## config.mk

```make
export PLATFORM = sky130hd
export DESIGN_NAME = mem_port_arbiter
export DESIGN_NICKNAME = d
export VERILOG_FILES = /design/src/rtl/mem_port_arbiter.sv
export SDC_FILE = /design/constraint.sdc
export NUM_CORES = 1
export LEC_CHECK = 0
export ABC_CLOCK_PERIOD_IN_PS = 4600
export CAP_MARGIN = 20
export CORE_AREA = 5 5 211 213
export DETAILED_ROUTE_END_ITERATION = 10
export DIE_AREA = 0 0 216 218
export PLACE_DENSITY = 0.42
export SLEW_MARGIN = 5
export SYNTH_ARGS = -nofsm -noshare
export SYNTH_HDL_FRONTEND = slang
export SYNTH_SLANG_ARGS = --single-unit
```

## constraint.sdc

```tcl
create_clock -name clk -period 4.6 [get_ports clk]
set_clock_uncertainty 0.1 [all_clocks]
set_input_delay 0.92 -clock clk [delete_from_list [all_inputs] [get_ports clk]]
set_output_delay 0.92 -clock clk [all_outputs]
set_load 0.005 [all_outputs]
```

## src/rtl/mem_port_arbiter.sv

```systemverilog
// mem_port_arbiter: shares one downstream memory port between the fetch unit (F)
// and the dcache (D). Round-robin selection with the grant locked while the
// downstream stalls, in-order response routing through a source-tag FIFO, and
// squash-driven dropping of in-flight fetch responses.
module mem_port_arbiter #(
    parameter int XLEN      = 64,
    parameter int DATA_W    = 64,
    parameter int MAX_OUTST = 4
) (
    input  logic                clk,
    input  logic                rst,
    // fetch requester
    input  logic                f_req_valid,
    output logic                f_req_ready,
    input  logic [XLEN-1:0]     f_req_addr,
    output logic                f_rsp_valid,
    input  logic                f_rsp_ready,
    output logic [DATA_W-1:0]   f_rsp_data,
    // dcache requester
    input  logic                d_req_valid,
    output logic                d_req_ready,
    input  logic [XLEN-1:0]     d_req_addr,
    input  logic                d_req_we,
    input  logic [DATA_W-1:0]   d_req_wdata,
    input  logic [DATA_W/8-1:0] d_req_wstrb,
    output logic                d_rsp_valid,
    input  logic                d_rsp_ready,
    output logic [DATA_W-1:0]   d_rsp_data,
    // downstream memory port
    output logic                m_req_valid,
    input  logic                m_req_ready,
    output logic [XLEN-1:0]     m_req_addr,
    output logic                m_req_we,
    output logic [DATA_W-1:0]   m_req_wdata,
    output logic [DATA_W/8-1:0] m_req_wstrb,
    input  logic                m_rsp_valid,
    output logic                m_rsp_ready,
    input  logic [DATA_W-1:0]   m_rsp_data,
    // control / status
    input  logic                squash_i,
    output logic                busy_o
);

    localparam int PW = $clog2(MAX_OUTST);
    localparam int CW = PW + 1;

    typedef enum logic {ARB, HOLD} state_t;
    typedef enum logic {SRC_F = 1'b0, SRC_D = 1'b1} src_t;

    state_t state, state_nxt;
    src_t   lock_src, lock_src_nxt;
    src_t   rr_last, rr_last_nxt;
    src_t   sel_src;
    logic   sel_valid;
    logic   accept;

    // Tag FIFO: one entry per outstanding downstream request.
    logic [MAX_OUTST-1:0] q_is_f;
    logic [MAX_OUTST-1:0] q_disc;
    logic [PW-1:0]        rd_ptr, wr_ptr;
    logic [CW-1:0]        count;
    logic                 fifo_full, fifo_empty;
    logic                 head_is_f, head_disc;
    logic                 push, pop;

    assign fifo_full  = (count == CW'(MAX_OUTST));
    assign fifo_empty = (count == '0);
    assign busy_o     = !fifo_empty;
    assign head_is_f  = q_is_f[rd_ptr];
    // A squash in this very cycle turns a fetch head into a silent drop.
    assign head_disc  = q_disc[rd_ptr] || (squash_i && head_is_f);
    assign push       = accept;
    assign pop        = m_rsp_valid && m_rsp_ready;

    // Arbitration state register: FSM state, locked source, round-robin pointer.
    always_ff @(posedge clk) begin
        if (rst) begin
            state    <= ARB;
            lock_src <= SRC_F;
            rr_last  <= SRC_D;
        end else begin
            // NOTE: clocked state uses non-blocking assignments so every register samples pre-edge values.
            state    <= state_nxt;
            lock_src <= lock_src_nxt;
            rr_last  <= rr_last_nxt;
        end
    end

    // Next-state: lock on a stalled offer, release and advance round-robin on accept.
    always_comb begin
        // NOTE: defaults first so no path leaves a combinational output unassigned (no latch).
        state_nxt    = state;
        lock_src_nxt = lock_src;
        rr_last_nxt  = rr_last;
        if (accept) begin
            state_nxt   = ARB;
            rr_last_nxt = sel_src;
        end else if (m_req_valid) begin
            state_nxt    = HOLD;
            lock_src_nxt = sel_src;
        end
    end

    // Outputs: source selection, request mux, handshakes and response routing.
    always_comb begin
        if (state == HOLD) begin
            sel_src = lock_src;
        end else if (f_req_valid && d_req_valid) begin
            sel_src = (rr_last == SRC_F) ? SRC_D : SRC_F;
        end else if (f_req_valid) begin
            sel_src = SRC_F;
        end else begin
            sel_src = SRC_D;
        end
        sel_valid   = (sel_src == SRC_F) ? f_req_valid : d_req_valid;
        m_req_valid = sel_valid && !fifo_full;
        accept      = m_req_valid && m_req_ready;
        f_req_ready = accept && (sel_src == SRC_F);
        d_req_ready = accept && (sel_src == SRC_D);

        if (sel_src == SRC_F) begin
            m_req_addr  = f_req_addr;
            m_req_we    = 1'b0;
            m_req_wdata = '0;
            m_req_wstrb = '0;
        end else begin
            m_req_addr  = d_req_addr;
            m_req_we    = d_req_we;
            m_req_wdata = d_req_wdata;
            m_req_wstrb = d_req_wstrb;
        end

        f_rsp_valid = 1'b0;
        d_rsp_valid = 1'b0;
        m_rsp_ready = 1'b0;
        f_rsp_data  = m_rsp_data;
        d_rsp_data  = m_rsp_data;
        if (!fifo_empty) begin
            if (head_disc) begin
                m_rsp_ready = 1'b1;
            end else if (head_is_f) begin
                f_rsp_valid = m_rsp_valid;
                m_rsp_ready = f_rsp_ready;
            end else begin
                d_rsp_valid = m_rsp_valid;
                m_rsp_ready = d_rsp_ready;
            end
        end
    end

    // FIFO pointers and occupancy; pointers wrap naturally at the power-of-2 depth.
    always_ff @(posedge clk) begin
        if (rst) begin
            rd_ptr <= '0;
            wr_ptr <= '0;
            count  <= '0;
        end else begin
            if (push) wr_ptr <= wr_ptr + PW'(1);
            if (pop)  rd_ptr <= rd_ptr + PW'(1);
            count <= count + CW'(push) - CW'(pop);
        end
    end

    // FIFO storage: squash marks every fetch entry, including one written this cycle.
    always_ff @(posedge clk) begin
        // NOTE: tag storage has no reset; count gates every read, so stale entries are never observed.
        for (int i = 0; i < MAX_OUTST; i++) begin
            if (squash_i && q_is_f[i]) q_disc[i] <= 1'b1;
        end
        if (push) begin
            q_is_f[wr_ptr] <= (sel_src == SRC_F);
            q_disc[wr_ptr] <= squash_i && (sel_src == SRC_F);
        end
    end

    // A downstream response with nothing outstanding is a protocol violation.
    assert property (@(posedge clk) disable iff (rst) !(m_rsp_valid && fifo_empty));

endmodule

```

# Word-level counts from Yosys, hierarchy flattened
# Cells that the tools add are included.
# word_totals
register_bits	18
latch_bits	0
ram_bits	0
romBits	0
in_bits	274
output_inout_bits	272
wordCells	68
memories	0
# op_classes
addsub	4
mul	0
div_mod_pow	0
n_lt_le_gt_ge	3
eq_ne	1
shift	0
muxes	31
bitwise_logic	2
reduce_logical	19
# op_table
op	count
$mux 64	2
$mux 1	22
$logic_and 1x1->1	13
$bwmux 4	2
$mux 8	1
$lt 2x3->1 const B	2
$add 2x1->2 const B	2
$bmux 1 s2	2
$mux 4	1
$add 3x1->3	1
$eq 3x3->1 const B	1
$logic_not 3->1	1
$sub 3x1->3	1
$demux 1 s2	1
$ge 2x1->1 const B	1
$logic_not 1->1	2
$not 1->1	2
$reduce_and 2->1	1
$reduce_or 2->1	1
$logic_or 1x1->1	1

# Depth between registers and ports, before layout
# Gate-level depths: netlist of the first run.
# logic_depth
ltp_word	8
depth_mapped	11
depth_no_buf	11

# Worst setup path before layout of the first run
# OpenSTA, ideal clock, no wires.
# synth_path
path_type	input-to-reg
start	in squash_i
end	reg count[2]
setup_ns	0.128
t_arrival_ns	2.826
required_time_ns	4.372
path_slack_ns	1.546
stages	11
path_buffers	0
path_cell_list	or2_2 mux2i_2 and2b_1 nor2_1 ha_1 inv_1 ha_1 fa_1 xnor2_1 xnor2_1 nor2_1
# synth_via
elab_chain_len	6
# synth_lines
element	line	rtl
start, declared	40	input logic squash_i,
$logic_and 1x1->1	71	assign head_disc = q_disc[rd_ptr] || (squash_i && head_is_f);
$logic_or 1x1->1	71	
$mux 1	139	if (head_disc) begin
$mux 1	138	if (!fifo_empty) begin
$logic_and 1x1->1	73	assign pop = m_rsp_valid && m_rsp_ready;
net pop	64	logic push, pop;
$sub 3x1->3	160	count <= count + CW'(push) - CW'(pop);
end signal, assigned	160	
end, declared	61	logic [CW-1:0] count;
# The timed path passes the listed nets, and every way through them passes these cells.
# A chain may end at the register's enable or synchronous reset.

# Worst setup path after layout of the first run
# layout_path
start	in d_req_valid
end	out m_req_addr[51]
# layout_via
elab_chain_len	4
# layout_lines
element	line	rtl
start, declared	20	input logic d_req_valid,
$logic_and 1x1->1	108	end else if (f_req_valid && d_req_valid) begin
$mux 1	108	
$mux 1	106	if (state == HOLD) begin
$mux 64	121	if (sel_src == SRC_F) begin
end, declared	32	output logic [XLEN-1:0] m_req_addr,
# No other way between the ends.

==> metrics.cfg, run 1 <==
[status]
run_status = finished, final reports clean

[power_and_ir_drop]
cellLeakagePower_uw = 0.00230
peakVddDrop_v = 0.000136
power.switching_uw = 582
p_sw_share_pct = 32.5
combPwrFrac_pct = 76.6
p_seq_share_pct = 13.4
p_int_uw = 1210
clockPowerShare_pct = 10.1
power.density_mw_per_mm2 = 273

[global_route]
grt_pass1_vias = 3527
grt_overflow_total = 0
antenna_found_initial = 6
grt.total_usage_pct = 7.01
grt_max_degree = 74
grt_pass1_wl_mm = 24.9

[floorplanning]
dieArea_sq_mm = 0.0471
dieHeight_microns = 218
coreArea_sq_mm = 0.0425
die_w_microns = 216
initial_core_util_pct = 7.66
rows = 76
io_pins = 546

[setup_path]
endpoint_kind = output port
worstSetupPathType = in2out
cp_max_fo = 69
cp.required_ns = 3.58
cp-start-kind = input port
crit_arrival_ns = 3.00

[layout]
area_growth_pct = 101
regArea_sq_um = 400
drive_above_1_share_pct = 13.2
fillers = 4780
mostFrequentLayoutCells = clkdlybuf4s50_1 (353), and2_1 (78), mux2_2 (64)
nets = 886
multi_input_area_sq_mm = 0.00174
final_common_cell = clkdlybuf4s50_1
postLayoutCellArea_sq_mm = 0.00656

[yosys]
ys_ff_latch = 18
ys_types = 35
syn-cell-area_sq_mm = 0.00326
syn_inst = 388
ys_warn_count = 0
avgSynthCellArea_sq_um = 8.39
syn-num-nets = 669
ys_seq_area_share_pct = 12.3

[place]
port_buffers = 353
placed_area_sq_mm = 0.00647
gp_congestion = 0.738
dp_hpwl_mm = 16.2

[sta]
rsz0062_at_grt = false
finalCriticalPeriod_ns = 4.02
slew_viol_final = 0
tns_ns = 0
max_freq_mhz = 249
worst_pin_slew_ns = 0.613
period_share_pct = 87.4
hold_violations = 0
relSlewSlack_pct = 58.1
setup_violations = 0

[clock_tree]
hold_buffers = 0
insertion_delay_ns = 0.25
clk_pin_slew_worst_paths_ns = 0.05
clk_path_buf_depth = 2
cts_tree = yes
post-cts-setup-buffers = 0
post_cts_resized = 0
htreeDepth = 1
cts.sinks = 18
cts-root-buf = clkbuf_16
cts-buffers-inserted = 3

[detailed_routing]
vias_per_cell = 2.82
firstDrtPassIters = 4
drt_first_iter_violations = 102
drc_errors = 0
routedWlPerCell_microns = 16.0
vias = 3244
drt-total-wl_mm = 18.5
detail-route-antenna-nets = 0

[run]
cap_violations = 0

[worst_hold_path]
hp-class = reg2reg

power by group through the flow:
stage	Sequential, uW	Combinational [uW]	Clock, uW
floorplan	232	677	0
global placement	243	1400	0
detailed placement	243	1400	0
CTS	240	1410	188
global route	246	1490	195
finish	239	1370	180
Yosys cell counts:
| library cell | n | area share [%] |
|---|---|---|
| and2b_1 | 1 | 0.23 |
| nor3_1 | 4 | 0.61 |
| mux2i_1 | 5 | 1.5 |
| o31ai_1 | 1 | 0.23 |
| nor2b_1 | 5 | 0.96 |
| nand2b_1 | 1 | 0.19 |
| a31oi_2 | 1 | 0.38 |
| dfxtp_1 | 14 | 8.6 |
| edfxtp_1 | 4 | 3.7 |
| clkbuf_1 | 9 | 1.0 |
| fa_1 | 1 | 0.61 |
| o2bb2ai_1 | 4 | 1.1 |
| a2111oi_0 | 1 | 0.27 |
| nor4b_1 | 1 | 0.27 |
| a211o_1 | 1 | 0.27 |
| mux2i_2 | 1 | 0.42 |
| a211oi_2 | 1 | 0.38 |
| and2_1 | 78 | 15 |
| ha_1 | 6 | 2.3 |
| a21oi_1 | 1 | 0.15 |
| o21ai_0 | 4 | 0.61 |
| buf_4 | 128 | 30 |
| buf_2 | 3 | 0.46 |
| a311oi_1 | 1 | 0.27 |
| or2_2 | 2 | 0.38 |
| nor3b_1 | 2 | 0.46 |
| inv_2 | 2 | 0.23 |
| mux2_2 | 64 | 22 |
| inv_1 | 13 | 1.5 |
| a22oi_1 | 1 | 0.23 |
| nor2_1 | 10 | 1.2 |
| xnor2_1 | 3 | 0.81 |
| buf_6 | 5 | 1.7 |
| nand2_1 | 8 | 0.92 |
| mux4_2 | 2 | 1.4 |
final cells by class:
| type | instances | share of cell area [%] |
|---|---|---|
| multi-input combinational | 210 | 26.6 |
| antenna | 2 | 0.0764 |
| clock inverter | 1 | 0.0573 |
| clock buffer | 3 | 1.15 |
| sequential | 18 | 6.11 |
| timing repair buffer | 357 | 54.7 |
| tap | 546 | 10.4 |
| inverter | 15 | 0.859 |
path summary, 6_finish.rpt:
| check | start | cells past startpoint | to | slack, ns |
|---|---|---|---|---|
| worst min register to register | q_disc[1] | 2 | q_disc[1] | 0.37 |
| worst max-delay path | d_req_valid | 7 | m_req_addr[51] | 0.58 |
| worst max register to register | rd_ptr[0] | 11 | count[2] | 1.54 |
| worst min-delay path | q_disc[1] | 2 | q_disc[1] | 0.37 |
sequential cells by signal, indices dropped and copies added, names as in the netlist:
name / count
q_disc: 4
q_is_f: 4
count: 3
rd_ptr: 2
wr_ptr: 2
lock_src: 1
rr_last: 1
state: 1
stage by stage:
| step | hold slack, ns | worst slack, ns | instances | power (uW) | utilization [%] |
|---|---|---|---|---|---|
| final | 0.371 | 0.578 | 1152 | 1790 | 15.4 |
| after global routing | 0.392 | 0.441 | 1151 | 1940 | 15.4 |
| after CTS | 0.371 | 0.519 | 1150 | 1840 | 15.4 |
| after detailed placement | 0.358 | 0.528 | 1146 | 1640 | 15.2 |
| after global placement | 0.343 | 0.504 | 1146 | 1640 | 15.2 |
| after floorplan | 0.326 | 1.55 | 388 | 908 | - |
critical path, cell delays in order:
cell and delay [ns]:
clkdlybuf4s50_1 0.44, nand2b_1 0.13, a31oi_4 0.12, inv_2 0.11
buf_12 0.28, mux2_2 0.39, clkdlybuf4s50_1 0.47
metal layers:
metal  GRT usage, %  part of all wire [%]
met5           1.88                  0.74
met1           8.05                    38
met4           1.25                   1.6
met3           4.54                    13
met2           10.9                    47
cells by family (layout without fill, tap and decap cells):
family	Yosys count	count (layout)	share of synthesized area (%)
adder cells (fa/ha/maj)	7	7	2.92
buffers and inverters	160	376	34.5
AND/OR/NAND/NOR	112	112	20.2
other	0	2	0
AO/OA/AOI/OAI	16	16	3.88
flip-flops	18	18	12.3
XOR/XNOR	3	3	0.807
multiplexers	72	72	25.5
No activity file was read; power rests on OpenSTA's default activity.
==> run 2: changes to the inputs <==
CTS_CLUSTER_SIZE = 20   (was unset)
==> results of run 2 <==
No change in the layout: final DEF, timing and power equal those of run 1.
==> run 3: changes to the inputs <==
MAX_ROUTING_LAYER = met4   (was unset)
==> metrics.cfg, run 3 (same netlist as run 1, synthesis figures left out) <==
[status]
run_status = finished, final reports clean

[floorplanning]
die_w_microns = 216  ; unchanged
coreArea_sq_mm = 0.0425  ; unchanged
dieArea_sq_mm = 0.0471  ; unchanged
dieHeight_microns = 218  ; unchanged
io_pins = 546  ; unchanged
rows = 76  ; unchanged
initial_core_util_pct = 7.66  ; unchanged

[sta]
hold_violations = 0  ; unchanged
finalCriticalPeriod_ns = 4.01  ; -0.0112 ns
relSlewSlack_pct = 56.2  ; -1.9 points
rsz0062_at_grt = false
worst_slack_ns = 0.589  ; +0.0112 ns
tns_ns = 0  ; unchanged
period_share_pct = 87.2  ; -0.24 points
max_freq_mhz = 249  ; +0.28%
slew_viol_final = 0  ; unchanged
worst_pin_slew_ns = 0.652  ; +0.0389 ns
whs_ns = 0.369  ; -0.00253 ns
setup_violations = 0  ; unchanged

[detailed_routing]
firstDrtPassIters = 4  ; unchanged
routedWlPerCell_microns = 16.0  ; -0.29%
drt-total-wl_mm = 18.4  ; about the same
vias_per_cell = 2.81  ; -0.20%
drc_errors = 0  ; unchanged
vias = 3246  ; +0.062%
drt_first_iter_violations = 91  ; -11%
detail-route-antenna-nets = 0  ; unchanged

[layout]
postLayoutCellArea_sq_mm = 0.00656  ; +0.11%
regArea_sq_um = 400  ; unchanged
final_core_util_pct = 15.4  ; +0.018 points
drive_above_1_share_pct = 13.2  ; unchanged
fillers = 4779  ; -0.021%
final_common_cell = clkdlybuf4s50_1
mostFrequentLayoutCells = clkdlybuf4s50_1 (353), and2_1 (78), mux2_2 (64)
nets = 886  ; unchanged
reg.largest.list = q_disc: 4 flops, q_is_f: 4 flops, count: 3 flops
area_growth_pct = 101
multi_input_area_sq_mm = 0.00174  ; unchanged

[setup_path]
endpoint_kind = output port
critPathBufInv = 4  ; unchanged
critPathSlowestCell = clkdlybuf4s50_1
cp.required_ns = 3.58  ; about the same
slowest_delay_ns = 0.47  ; about the same
crit_arrival_ns = 2.99  ; about the same
cp_max_fo = 69  ; unchanged
crit_path_frequent_cell = clkdlybuf4s50_1
cp_top_family = buffers and inverters
crit_chain = clkdlybuf4s50_1 -> nand2b_1 -> a31oi_4 -> inv_2 -> buf_12 -> mux2_2 -> clkdlybuf4s50_1
worstSetupPathType = in2out
cp-start-kind = input port

[clock_tree]
cts-root-buf = clkbuf_16
cts_tree = yes
cts.sinks = 18  ; unchanged
htreeDepth = 1  ; unchanged
clk_path_buf_depth = 2  ; unchanged
post-cts-setup-buffers = 0  ; unchanged
clk_pin_slew_worst_paths_ns = 0.05  ; about the same
insertion_delay_ns = 0.25  ; about the same
post_cts_resized = 0  ; unchanged
cts-buffers-inserted = 3  ; unchanged
hold_buffers = 0  ; unchanged

[global_route]
grt_pass1_wl_mm = 24.9  ; -0.19%
grt_overflow_total = 0  ; unchanged
grt_pass1_vias = 3528  ; +0.028%
grt.total_usage_pct = 7.20  ; +0.19 points
grt_max_degree = 74  ; unchanged
antenna_found_initial = 6  ; unchanged

[power_and_ir_drop]
cellLeakagePower_uw = 0.00230  ; about the same
power.density_mw_per_mm2 = 272  ; about the same
peakVddDrop_v = 0.000134  ; -1.4%

[place]
gp_congestion = 0.747  ; +1.2%
pre_cts_ws_ns = 0.528  ; unchanged
port_buffers = 353  ; unchanged
dp_hpwl_mm = 16.2  ; unchanged
placed_area_sq_mm = 0.00647  ; unchanged

[run]
cap_violations = 0  ; unchanged

[worst_hold_path]
hp-class = reg2reg

run 3: tightest hold or removal path: stages (launching register included):
cell and delay, ns:
dfxtp_1 0.32, o2bb2ai_1 0.06, o21ai_0 0.06
run 3: final timing paths:
check             slack (ns)  cells past startpoint        endpoint        start
hold / removal          0.37                      2       q_disc[1]    q_disc[1]
setup reg to reg        1.54                     11        count[2]    rd_ptr[0]
setup / recovery        0.59                      7  m_req_addr[51]  d_req_valid
hold reg to reg         0.37                      2       q_disc[1]    q_disc[1]
run 3: routing by layer:
metal	vias to the layer above	track usage [%]	wire length, microns
met2	232	10.9	8590
met3	34	4.07	2320
met5	-	-	0
met1	1406	8.46	7290
li1	1574	-	-
met4	0	1.25	242
run 3: where the power goes:
part	switching, uW	internal, uW
logic	481	887
clock network	65.4	116
registers	35.6	203
total	582	1210
run 3: final cells by class:
class                      count  share of cell area [%]
antenna                        5                   0.191
clock buffer                   3                    1.14
clock inverter                 1                  0.0572
inverter                      15                   0.858
multi-input combinational    210                    26.6
sequential                    18                    6.10
tap                          546                    10.4
timing repair buffer         357                    54.7
run 3: per-stage QoR:
stage / instances / total power, uW
4_1_cts: 1150 / 1840
3_3_place_gp: 1146 / 1640
6_report: 1155 / 1790
3_5_place_dp: 1146 / 1640
2_1_floorplan: 388 / 908
5_1_grt: 1155 / 1930
